<file path="src/rtl/seq_detect_ctrl_if.sv">
// seq_detect_ctrl_if: frame handshake and configuration bus for seq_detect_ctrl
interface seq_detect_ctrl_if #(
    parameter int FRAME_W = 16,
    parameter int PAT_MAX = 8
);
    logic               in_valid;
    logic               in_ready;
    logic [FRAME_W-1:0] in_frame;
    logic               cfg_we;
    logic [PAT_MAX-1:0] cfg_pattern;
    logic [3:0]         cfg_len;
    modport master (output in_valid, in_frame, cfg_we, cfg_pattern, cfg_len, input in_ready);
    modport slave  (input in_valid, in_frame, cfg_we, cfg_pattern, cfg_len, output in_ready);
endinterface

</file>
<file path="src/rtl/seq_detect_ctrl.sv">
// seq_detect_ctrl: serialises frames LSB-first into a programmable pattern detector; SEQ_DETECT_OVERLAP_EN enables overlapping matches
module seq_detect_ctrl #(
    parameter int FRAME_W = 16,
    parameter int PAT_MAX = 8,
    parameter int CNT_W   = 5
) (
    input  logic             clk,
    input  logic             reset,
    seq_detect_ctrl_if.slave bus,
    output logic             x,
    output logic             z,
    output logic             busy,
    output logic             done,
    output logic [CNT_W-1:0] match_count,
    output logic             cfg_err
);
    localparam int IW = $clog2(FRAME_W);
    localparam logic [3:0] PMAX = 4'(PAT_MAX);
    localparam logic [IW-1:0] LAST = IW'(FRAME_W - 1);
    typedef enum logic [1:0] {IDLE, SHIFT, DONE} state_t;
    state_t state, state_n;
    logic [PAT_MAX-1:0] pat, hist_n, mask;
    logic [PAT_MAX-2:0] hist;
    logic [3:0] len, fill, fill_n;
    logic [FRAME_W-1:0] frame;
    logic [IW-1:0] idx;
    logic cfg_ok, cfg_take, accept, bit_in, hit;
    // handshake decode, detector compare and next-state selection
    always_comb begin
        cfg_take = bus.cfg_we && state == IDLE && bus.cfg_len != 4'd0 && bus.cfg_len <= PMAX;
        bus.in_ready = state == IDLE && cfg_ok && !bus.cfg_we;
        accept = bus.in_valid && bus.in_ready;
        busy = state == SHIFT;
        done = state == DONE;
        bit_in = frame[idx];
        hist_n = {hist, bit_in};
        fill_n = fill == PMAX ? fill : fill + 4'd1;
        mask = ~({PAT_MAX{1'b1}} << len);
        hit = fill_n >= len && ((hist_n ^ pat) & mask) == '0;
        state_n = state == IDLE ? (accept ? SHIFT : IDLE) :
                  state == SHIFT ? (idx == LAST ? DONE : SHIFT) : IDLE;
    end
    // state register
    always_ff @(posedge clk) begin
        if (reset) state <= IDLE;
        else state <= state_n;
    end
    // configuration, frame capture and per-bit detector datapath
    always_ff @(posedge clk) begin
        if (reset) begin
            pat <= '0;
            len <= '0;
            cfg_ok <= 1'b0;
            hist <= '0;
            fill <= '0;
            idx <= '0;
            frame <= '0;
            match_count <= '0;
            x <= 1'b0;
            z <= 1'b0;
            cfg_err <= 1'b0;
        end else begin
            cfg_err <= bus.cfg_we && !cfg_take;
            z <= 1'b0;
            if (cfg_take) begin
                pat <= bus.cfg_pattern;
                len <= bus.cfg_len;
                cfg_ok <= 1'b1;
            end
            if (accept) begin
                frame <= bus.in_frame;
                hist <= '0;
                fill <= '0;
                idx <= '0;
                match_count <= '0;
            end
            if (state == SHIFT) begin
                hist <= hist_n[PAT_MAX-2:0];
`ifdef SEQ_DETECT_OVERLAP_EN
                fill <= fill_n;
`else
                fill <= hit ? 4'd0 : fill_n;
`endif
                x <= bit_in;
                z <= hit;
                match_count <= match_count + CNT_W'(hit);
                idx <= idx + IW'(1);
            end
        end
    end
endmodule

</file>
<file path="src/flat_wrapper.sv">
// flat-port wrapper written by rule: the top's interface ports become plain ports
module seq_detect_ctrl_flat 
#(
    parameter int FRAME_W = 16,
    parameter int PAT_MAX = 8,
    parameter int CNT_W   = 5
)
  (clk, reset, x, z, busy, done, match_count, cfg_err, bus_in_valid, bus_in_frame, bus_cfg_we, bus_cfg_pattern, bus_cfg_len, bus_in_ready);
  seq_detect_ctrl_if #(.FRAME_W(FRAME_W), .PAT_MAX(PAT_MAX)) bus_i ();
  input  logic clk;
  input  logic reset;
  output logic x;
  output logic z;
  output logic busy;
  output logic done;
  output logic [CNT_W-1:0] match_count;
  output logic cfg_err;
  input wire logic [$bits(bus_i.in_valid)-1:0] bus_in_valid;
  input wire logic [$bits(bus_i.in_frame)-1:0] bus_in_frame;
  input wire logic [$bits(bus_i.cfg_we)-1:0] bus_cfg_we;
  input wire logic [$bits(bus_i.cfg_pattern)-1:0] bus_cfg_pattern;
  input wire logic [$bits(bus_i.cfg_len)-1:0] bus_cfg_len;
  output wire logic [$bits(bus_i.in_ready)-1:0] bus_in_ready;
  assign bus_i.in_valid = bus_in_valid;
  assign bus_i.in_frame = bus_in_frame;
  assign bus_i.cfg_we = bus_cfg_we;
  assign bus_i.cfg_pattern = bus_cfg_pattern;
  assign bus_i.cfg_len = bus_cfg_len;
  assign bus_in_ready = bus_i.in_ready;
  seq_detect_ctrl #(.FRAME_W(FRAME_W), .PAT_MAX(PAT_MAX), .CNT_W(CNT_W)) u_core (.clk(clk), .reset(reset), .bus(bus_i), .x(x), .z(z), .busy(busy), .done(done), .match_count(match_count), .cfg_err(cfg_err));
endmodule
</file>
<file path="config.mk">
export PLATFORM = sky130hd
export DESIGN_NAME = seq_detect_ctrl_flat
export DESIGN_NICKNAME = d
export VERILOG_FILES = /design/src/rtl/seq_detect_ctrl_if.sv /design/src/rtl/seq_detect_ctrl.sv /design/src/flat_wrapper.sv
export SDC_FILE = /design/constraint.sdc
export NUM_CORES = 1
export LEC_CHECK = 0
export ABC_AREA = 1
export BUFFER_PORTS_ARGS = -buffer_cell sky130_fd_sc_hd__buf_4
export CELL_PAD_IN_SITES_DETAIL_PLACEMENT = 1
export CELL_PAD_IN_SITES_GLOBAL_PLACEMENT = 1
export CORE_UTILIZATION = 36
export DETAILED_ROUTE_END_ITERATION = 6
export GPL_TIMING_DRIVEN = 0
export PLACE_DENSITY = 0.84
export SYNTH_ARGS = -nofsm -noshare
export SYNTH_HDL_FRONTEND = slang
export SYNTH_SLANG_ARGS = --single-unit
</file>
<file path="constraint.sdc">
create_clock -name clk -period 2.45 [get_ports clk]
set_clock_uncertainty 0.1 [all_clocks]
set_input_delay 0.735 -clock clk [delete_from_list [all_inputs] [get_ports clk]]
set_output_delay 0.735 -clock clk [all_outputs]
set_load 0.1 [all_outputs]
</file>
==> impl_summary.md <==
Pwr
The final total power is 0.00181 W. In this run the power density over the cells is 536 nW/um2. The analysis attributes to cell leakage a power of 1.42 nW. The maximum resistive drop on vdd is 0.262 mV.

Synth
The number of register bits inferred by synthesis is 54. The number of nets handed over by synthesis was 396. Ranked by total cell area, the synthesized netlist is headed by dfxtp_1 (42%), nand2_1 (9.5%), a21oi_1 (7.6%). The sequential-to-total area share from yosys stat is 42.2%. dfxtp_1 takes more of the synthesized area than any other cell.

Synthesis handed over a netlist of 355 instances. The area share of the largest cell type after synthesis is 42.2%. For this run, the number of Yosys warnings is 0. The post-synthesis area per instance is 7.22 um2. The number of different library cells in the post-synthesis netlist is 27. In this run the cell area of the synthesized design comes to 2560 um2.

Layout
The library cell used most frequently in the layout, excluding fill and tap cells, is nand2_1. In the final design database the tool counted 457 nets. The number of antenna diodes in the final layout is 0. The proportion of layout cells with a drive suffix above 1 is 28.1%.

The layout-stage area growth over the synthesis result is 32.0%. The utilization after layout is 49.5%. The library cells used most frequently in the layout, excluding fill and tap cells, are nand2_1 (60), buf_4 (52), dfxtp_1 (51).

Setup path
The register-to-register path setup slack is -0.34 ns. Following the worst setup path forward leads to its endpoint at u_core.match_count[4]$_SDFFE_PP0P_. The launching instance or port of the critical path is u_core.fill[0]$_SDFFE_PP0P_.

On the worst path, the slowest cell contributes a delay of 0.37 ns. The number of gates on the worst path with buffers counted is 20. The most numerous cell on the critical path is ha_4. The worst reg2reg path endpoint is u_core.match_count[4]$_SDFFE_PP0P_. The required arrival time at the worst endpoint is 2.53 ns. The worst setup path is launched from a register.

The peak fanout along the critical path is 3. The arrival time reported for the critical path endpoint is 2.86 ns. Walking the worst path, the cells encountered are inv_2 > ha_4 > nand2_4 > nor2_4 > xor2_2 > ha_2 > o21bai_1 > nand3_1 > nand3_2 > nand4_1 > nor2_1 > nand2_2 > inv_2 > ha_4 > ha_4 > nand2_4 > o21ai_2 > inv_1 > o21ai_1 > a21oi_1. The worst setup path is captured at a register. The buffers plus inverters on the worst setup path is 3.

For the worst flop-to-flop path, the logic depth is 20. The critical path is of the register to register type. The source of the worst register-to-register timing path is u_core.fill[0]$_SDFFE_PP0P_. The category of cells accounting for the largest share of critical-path delay is simple AND/OR/NAND/NOR gates. On the critical path, the stage with the largest delay is an instance of dfxtp_4.

Route
The aggregate routed wire length is 7450 um. In this run the remaining antenna-violating nets after routing total 0. The count of unresolved DRC violations after routing is 0.

The routed layout has 2591 vias. The first detailed-routing pass ran for 4 iterations. The number of design-rule violations left by the first detailed-router iteration is 69. Dividing the detail-routed via count by the number of cells gives 5.05. After detailed routing, the average wire length per cell comes to 14.5 um.

STA
Setup repair after global routing could not meet its margin everywhere. The time the worst path needs with I/O delays and setup is 2.79 ns. The worst hold-check slack is 0.365 ns. The count of pins over their slew limit is 0. The transition at the pin with the smallest max-transition slack is 0.679 ns. Headroom to the max-slew limit came out at 54.7%.

The maximum clock frequency is 359 MHz. The part of the cycle the worst path needs is 114%. Setup violations remaining at the end of the flow were counted as 4. The setup TNS is -0.804 ns. Across all setup checks in the final design, the least slack found is -0.338 ns. The total count of hold-check failures in the final report was 0.

Floorplanning
The core box area is 6830 um2. The die boundary width is 86.4 um. The starting utilization of the core area is 37.5%. The die area is 7460 um2. The number of rows in the core area is 30. The number of top-level pins is 43. The floorplan die height is 86.4 um.

Placed design
Routability-driven placement finished with a final weighted congestion of 0.773. The port buffer count is 42. The minimum setup slack after placement is -0.400 ns. The HPWL reported at the end of detailed placement is 5320 um.

GRT
The via count of the first global-routing pass was 2673. The global-route wire length before repair is 12500 um. The total grt overflow is 0. In the global route stage, overall resource usage came out at 21.6%.

The largest net degree at the start of global routing is 16. The number of antenna violations at the first check in global routing is 0.

Clock network
Clock-pin slew was measured on the worst setup and hold paths at 0.10 ns. The CTS tree is built. The maximum clock insertion buffer count is 2.

The cell at the root of the clock tree is clkbuf_8. The number of buffers created by CTS is 5. The clock net in this run drives a total of 54 sinks.

The number of H-tree branching levels is 2. The clock latency of the later-clocked register in the worst-skew pair is 0.31 ns. The post-cts hold buffer count is 0.

Run status
The final reports fail on negative setup slack. The flow ran to the end, but the final reports show violations.

Job
Across the run, the number of max-cap violations was 0.

Worst hold path
The path class of the lowest-slack min-delay path is register to register. The worst hold path passes through 2 cells.
==> timing repair <==
item	CTS	global route
endpoints found under the setup margin	6	9
resized for setup	17	18
pin swaps	15	14
buffers inserted	8	5
endpoints found under the hold margin	0	0
==> cells by family after synthesis <==
logic type	share of synthesized area (%)
adder cells (fa/ha/maj)	4.39
flip-flops	42.2
AO/OA/AOI/OAI	17.6
buffers and inverters	9.17
XOR/XNOR	2.05
AND/OR/NAND/NOR	24.6
==> area by class of cell <==
cell class | instances | area (um2)
multi-input combinational | 242 | 1410
clock buffer | 8 | 110
fill | 894 | 3450
tap | 96 | 120
buffer | 13 | 65.1
timing repair buffer | 54 | 420
sequential | 54 | 1090
inverter | 46 | 173
==> registers in the layout, summed over array words and instances, names as in the netlist, 2 cells and up <==
register	flops
u_core.fill	4
u_core.frame	16
u_core.hist	7
u_core.idx	4
u_core.len	4
u_core.match_count	5
u_core.pat	8
u_core.state	2
==> worst min-delay path, cell delays in order, from the launching register on <==
cell	delay (ns)
dfxtp_1	0.31
inv_1	0.06
a21oi_1	0.06
==> layer usage <==
layer  vias to the layer above  GRT usage (%)  share of wire [%]  routed length [um]
met5                         -              0                  0                   0
met4                         0           6.82                1.2                  92
met3                        10           3.05                3.1                 234
met2                        52           38.3                 52                3890
met1                      1254           27.0                 43                3230
li1                       1275              -                  -                   -
==> how the worst min path moves through the flow <==
| stage | start | to | slack, ns |
|---|---|---|---|
| 4_1_cts | u_core.frame[6]$_SDFFE_PP0P_ | u_core.frame[6]$_SDFFE_PP0P_ | 0.37 |
| 5_1_grt | u_core.frame[6]$_SDFFE_PP0P_ | u_core.frame[6]$_SDFFE_PP0P_ | 0.38 |
| 3_3_place_gp | u_core.frame[15]$_SDFFE_PP0P_ | u_core.frame[15]$_SDFFE_PP0P_ | 0.34 |
| 6_report | u_core.frame[6]$_SDFFE_PP0P_ | u_core.frame[6]$_SDFFE_PP0P_ | 0.37 |
| 3_5_place_dp | u_core.frame[6]$_SDFFE_PP0P_ | u_core.frame[6]$_SDFFE_PP0P_ | 0.35 |
| 2_1_floorplan | u_core.frame[14]$_SDFFE_PP0P_ | u_core.frame[14]$_SDFFE_PP0P_ | 0.33 |
==> synth_stat cells <==
cell / count
o21ai_0: 36
nor3_2: 1
a21oi_1: 39
nor2_2: 1
or2_2: 3
inv_2: 4
inv_1: 42
nor2_1: 31
a211oi_1: 1
buf_2: 2
nand2_2: 5
o211ai_1: 1
a21oi_2: 4
ha_1: 9
buf_6: 1
nand3_2: 3
nand4_1: 3
xor2_1: 6
nand2_1: 65
buf_4: 1
dfxtp_1: 54
o21bai_1: 1
nand3_1: 28
nor3_1: 3
a21o_1: 1
clkbuf_1: 9
o221a_2: 1
==> metrics by stage <==
step | cell area (um2) | std cells
after floorplan | 2600 | 355
after global placement | 3040 | 493
after detailed placement | 3040 | 493
after CTS | 3280 | 509
after global routing | 3380 | 513
final | 3380 | 513
==> power breakdown <==
| part | switching [W] | internal (W) |
|---|---|---|
| Combinational | 0.000184 | 0.000121 |
| Sequential | 0.0000196 | 0.000907 |
| Clock | 0.000297 | 0.000286 |
| Total | 0.000500 | 0.00131 |
Note: power is estimated with default switching activity, not from simulation.
